File: config.mk
export PLATFORM = sky130hd
export DESIGN_NAME = r5p_gpr_fetch
export DESIGN_NICKNAME = d
export VERILOG_FILES = /design/src/rtl/r5p_gpr_fetch.sv
export SDC_FILE = /design/constraint.sdc
export NUM_CORES = 1
export LEC_CHECK = 0
export BUFFER_PORTS_ARGS = -buffer_cell sky130_fd_sc_hd__clkbuf_2
export CAP_MARGIN = 20
export CORE_MARGIN = 5
export CORE_UTILIZATION = 44
export CTS_BUF_LIST = sky130_fd_sc_hd__clkbuf_4 sky130_fd_sc_hd__clkbuf_8
export DETAILED_ROUTE_END_ITERATION = 8
export PLACE_DENSITY = 0.76
export SLEW_MARGIN = 20
export SYNTH_ARGS = -nofsm -noshare
export SYNTH_HDL_FRONTEND = slang
export SYNTH_SLANG_ARGS = --single-unit
File: constraint.sdc
create_clock -name clk_i -period 3.2 [get_ports clk_i]
set_input_delay 0.96 -clock clk_i [delete_from_list [all_inputs] [get_ports clk_i]]
set_output_delay 0.96 -clock clk_i [all_outputs]
set_load 0.005 [all_outputs]
File: src/rtl/r5p_gpr_fetch.sv
// Operand fetch sequencer: reads rs1/rs2 through one async GPR read port.
// Define R5P_GPR_FETCH_SNOOP_EN to enable write snooping and forwarding.
module r5p_gpr_fetch #(
    parameter int unsigned AW   = 5,
    parameter int unsigned XLEN = 32
) (
    input  logic            clk_i,
    input  logic            rst_i,
    input  logic            en0_i,
    input  logic            req_vld_i,
    output logic            req_rdy_o,
    input  logic            req_us1_i,
    input  logic            req_us2_i,
    input  logic [AW-1:0]   req_rs1_i,
    input  logic [AW-1:0]   req_rs2_i,
    output logic            e_rs_o,
    output logic [AW-1:0]   a_rs_o,
    input  logic [XLEN-1:0] d_rs_i,
    input  logic            e_rd_i,
    input  logic [AW-1:0]   a_rd_i,
    input  logic [XLEN-1:0] d_rd_i,
    output logic            rsp_vld_o,
    input  logic            rsp_rdy_i,
    output logic [XLEN-1:0] rsp_rs1_o,
    output logic [XLEN-1:0] rsp_rs2_o
);

    typedef enum logic [1:0] {
        IDLE,
        RS1,
        RS2,
        RSP
    } state_t;

    state_t          state_q, state_d;
    logic [AW-1:0]   adr1_q, adr1_d;
    logic [AW-1:0]   adr2_q, adr2_d;
    logic [AW-1:0]   a_rs_q, a_rs_d;
    logic            rd2_q, rd2_d;
    logic            snp1_q, snp1_d;
    logic            snp2_q, snp2_d;
    logic [XLEN-1:0] op1_q, op1_d;
    logic [XLEN-1:0] op2_q, op2_d;

    logic            need1, need2;
    logic            req_xfer;
    logic            hit_rd, hit1, hit2;
    logic [XLEN-1:0] rd_data;

    assign need1 = req_us1_i & ((|req_rs1_i) | en0_i);
    assign need2 = req_us2_i & ((|req_rs2_i) | en0_i);

    assign req_rdy_o = (state_q == IDLE) | ((state_q == RSP) & rsp_rdy_i);
    assign req_xfer  = req_vld_i & req_rdy_o;
    assign a_rs_o    = a_rs_q;

`ifdef R5P_GPR_FETCH_SNOOP_EN
    logic wen;

    assign wen    = e_rd_i & ((|a_rd_i) | en0_i);
    // snp*_q marks operands already read; forced-zero ones never get it
    assign hit_rd = wen & (a_rd_i == a_rs_q);
    assign hit1   = wen & snp1_q & (a_rd_i == adr1_q);
    assign hit2   = wen & snp2_q & (a_rd_i == adr2_q);

    assign rsp_rs1_o = ((state_q == RSP) & hit1) ? d_rd_i : op1_q;
    assign rsp_rs2_o = ((state_q == RSP) & hit2) ? d_rd_i : op2_q;
`else
    logic unused_snoop;

    assign hit_rd = 1'b0;
    assign hit1   = 1'b0;
    assign hit2   = 1'b0;

    assign unused_snoop = ^{e_rd_i, a_rd_i, d_rd_i, snp1_q, snp2_q};

    assign rsp_rs1_o = op1_q;
    assign rsp_rs2_o = op2_q;
`endif

    assign rd_data = hit_rd ? d_rd_i : d_rs_i;

    always_comb begin
        state_d   = state_q;
        adr1_d    = adr1_q;
        adr2_d    = adr2_q;
        a_rs_d    = a_rs_q;
        rd2_d     = rd2_q;
        snp1_d    = snp1_q;
        snp2_d    = snp2_q;
        op1_d     = hit1 ? d_rd_i : op1_q;
        op2_d     = hit2 ? d_rd_i : op2_q;
        e_rs_o    = 1'b0;
        rsp_vld_o = 1'b0;

        unique case (state_q)
            IDLE: begin
            end
            RS1: begin
                e_rs_o = 1'b1;
                op1_d  = rd_data;
                snp1_d = 1'b1;
                if (rd2_q) begin
                    state_d = RS2;
                    a_rs_d  = adr2_q;
                end else begin
                    state_d = RSP;
                end
            end
            RS2: begin
                e_rs_o  = 1'b1;
                op2_d   = rd_data;
                snp2_d  = 1'b1;
                state_d = RSP;
            end
            RSP: begin
                rsp_vld_o = 1'b1;
                if (rsp_rdy_i) begin
                    state_d = IDLE;
                end
            end
            default: begin
                state_d = IDLE;
            end
        endcase

        // a new request overrides whatever the current state decided
        if (req_xfer) begin
            adr1_d = req_rs1_i;
            adr2_d = req_rs2_i;
            rd2_d  = need2;
            snp1_d = 1'b0;
            snp2_d = 1'b0;
            op1_d  = '0;
            op2_d  = '0;
            if (need1) begin
                state_d = RS1;
                a_rs_d  = req_rs1_i;
            end else if (need2) begin
                state_d = RS2;
                a_rs_d  = req_rs2_i;
            end else begin
                state_d = RSP;
            end
        end
    end

    always_ff @(posedge clk_i or posedge rst_i) begin
        if (rst_i) begin
            state_q <= IDLE;
            adr1_q  <= '0;
            adr2_q  <= '0;
            a_rs_q  <= '0;
            rd2_q   <= 1'b0;
            snp1_q  <= 1'b0;
            snp2_q  <= 1'b0;
            op1_q   <= '0;
            op2_q   <= '0;
        end else begin
            state_q <= state_d;
            adr1_q  <= adr1_d;
            adr2_q  <= adr2_d;
            a_rs_q  <= a_rs_d;
            rd2_q   <= rd2_d;
            snp1_q  <= snp1_d;
            snp2_q  <= snp2_d;
            op1_q   <= op1_d;
            op2_q   <= op2_d;
        end
    end

endmodule

==> flow_metrics.py <==
metrics = {
    "worst_setup_path": {
        "arrival_ns": 1.35,
        "r2r_slack_ns": 1.26,
        "path_cells": "inv_1 > ha_1 > a21o_1 > clkbuf_2",
        "cp_slowest_cell": "dfrtp_1",
        "crit_fanout": 6,
        "start_kind": "register",
        "critPathMaxStageDelay_ns": 0.45,
        "crit_required_ns": 2.24,
        "path_class": "register to output port",
        "endpoint_kind": "output port",
    },
    "timing": {
        "worst_slack_ns": 0.887,
        "holdWs_ns": 0.476,
        "worst_pin_slew_ns": 0.856,
        "fin_crit_ns": 2.31,
        "hold_viol": 0,
        "slew_viol_final": 0,
        "period_share": 0.723,
        "finalSetupViolations": 0,
        "max-slew-margin-rel": 0.429,
        "fin_tns_setup_ns": 0,
        "fmax_mhz": 432,
        "rsz0062_at_grt": "false",
        "clock_skew_ns": 0.00923,
    },
    "drt": {
        "drc_errors": 0,
        "routed_wl_um": 7520,
        "drt-pass1-iter-count": 4,
        "drtIter0Drc": 75,
        "vias": 2496,
        "avgViaCountPerCell": 4.92,
        "wire_per_inst_um": 14.8,
        "ant_nets": 0,
    },
    "clock_network": {
        "cts_tree": "done",
        "cts_setup_buffers": 0,
        "ctsHoldBuffers": 0,
        "cts-buffers-inserted": 9,
        "cts-resized-gates": 0,
        "cts_max_path_buffers": 2,
        "path_clk_slew_ns": 0.07,
        "clock-root-buffer": "clkbuf_8",
        "clock_latency_ns": 0.33,
        "cts.sinks": 77,
        "cts_max_level": 3,
    },
    "synthesis": {
        "ys_ff_latch": 77,
        "synth_cell_types": 26,
        "syn-cell-area_mm2": 0.00332,
        "syn_nets": 378,
        "yosys_warnings": 0,
        "netlist_top_cells_area": "dfrtp_1 58%, mux2i_1 21%, nor2_1 7.7%",
        "syn_avg_cell_area_um2": 11.6,
        "syn_inst": 286,
        "synth_top_cell_area_share": 0.580,
        "synth_top_area_cell": "dfrtp_1",
        "ys_seq_area_frac": 0.580,
    },
    "floorplan": {
        "die_x_um": 96.9,
        "core_area_mm2": 0.00729,
        "fp.dieArea_mm2": 0.00938,
        "num_rows": 31,
        "initial_core_util": 0.455,
        "die_h_um": 96.9,
        "io_pins": 159,
    },
    "cells_and_area": {
        "utilization": 0.583,
        "syn_to_final_growth_pct": 28.0,
        "most-common-layout-cells": "120 x clkbuf_2, 77 x dfrtp_1, 71 x mux2i_1",
        "antennaDiodeCount": 0,
        "multiInputGateArea_mm2": 0.00132,
        "final_common_cell": "clkbuf_2",
        "register_area_mm2": 0.00193,
        "layout-drive-gt1-share": 0.370,
        "fillers": 676,
        "nets": 497,
    },
    "outcome": {
        "status": "finished clean",
    },
    "power_and_ir_drop": {
        "power_density_mw_per_mm2": 972,
        "power.leakage_uw": 0.00224,
        "ir_worst_vdd_v": 0.000403,
    },
    "grt": {
        "grt_overflow_total": 0,
        "grt_max_degree": 45,
        "grt_usage": 0.163,
        "antenna_found_initial": 0,
        "first_global_vias": 2591,
        "grt_pass1_wl_um": 12700,
    },
    "placement": {
        "io_buffers": 120,
        "routabilityCongestion": 0.803,
        "post-place-ws_ns": 0.689,
        "dpl.hpwl_um": 5490,
    },
    "run": {
        "maxCapViolations": 0,
    },
    "hold_path": {
        "hp-class": "register to register",
    },
}
[state kept, by name, indices dropped and copies added (netlist names)]
name	count
a_rs_o	5
adr2_q	5
rd2_q	1
rsp_rs1_o	32
rsp_rs2_o	32
state_q	2
[critical path: cells and delay by family, from the launching register on]
kind	cells	cell delay, ns
flops	1	0.45
compound gates	1	0.17
buf+inv	2	0.21
fa+ha+maj	1	0.19
[layout make-up]
type,count,area share
sequential,77,0.453
clock inverter,5,0.0183
tap,99,0.0292
inverter,3,0.00265
clock buffer,9,0.0292
multi-input combinational,189,0.311
timing repair buffer,125,0.156
[through the flow]
step / instances / area (µm²) / power (µW)
6_report: 507 / 4250 / 4130
5_1_grt: 507 / 4250 / 4450
4_1_cts: 507 / 4250 / 4200
3_5_place_dp: 493 / 4050 / 3430
3_3_place_gp: 493 / 4050 / 3360
2_1_floorplan: 286 / 3320 / 2710
[power breakdown]
group          switching (µW)  total, µW  leakage [µW]  internal, µW
clock network             325        753      0.000101           428
registers                 245       1650      0.000974          1400
logic                     901       1730       0.00116           830
[final timing paths]
path,to,cells past startpoint,startpoint
min in group asynchronous,rsp_rs1_o[16]$_DFFE_PP0P_,2,rst_i
max in group asynchronous,rsp_rs1_o[7]$_DFFE_PP0P_,3,rst_i
min,adr2_q[2]$_DFFE_PP0P_,2,adr2_q[2]$_DFFE_PP0P_
max reg2reg,rsp_rs2_o[12]$_DFFE_PP0P_,5,state_q[1]$_DFFE_PP0P_
min reg2reg,adr2_q[2]$_DFFE_PP0P_,2,adr2_q[2]$_DFFE_PP0P_
max,req_rdy_o,4,state_q[1]$_DFFE_PP0P_
[per-layer routing]
metal / part of all wire / GRT usage / vias up
li1: - / - / 1195
met1: 0.44 / 0.205 / 1204
met2: 0.48 / 0.264 / 85
met3: 0.066 / 0.0547 / 12
met4: 0.016 / 0.0551 / 0
met5: 0 / 0 / -
[Yosys cell counts]
cell type  instances
a31oi_1            1
nand2_1           18
o31ai_1            1
nor2_1            68
mux2i_1           71
a21oi_1            1
or4_4              2
mux2_2             3
and2_1             2
a211oi_1           1
a21o_1             1
nand3_1            2
ha_1               5
o21ai_0            3
nor2b_1            2
buf_2              1
nand2b_2           1
inv_1              3
a2bb2oi_1          2
o31ai_4            1
o221ai_1           2
dfrtp_1           77
a21oi_2            1
buf_1              9
clkbuf_1           7
o22ai_1            1
[kinds of logic after synthesis]
kind of cell | Yosys count | synth area share
adders and majority gates | 5 | 0.0188
DFF | 77 | 0.580
and+or+nand+nor | 95 | 0.117
AOI/OAI and AO/OA | 15 | 0.0362
buffers and inverters | 20 | 0.0230
muxes | 74 | 0.224
Power figures use the tool's default switching activity.
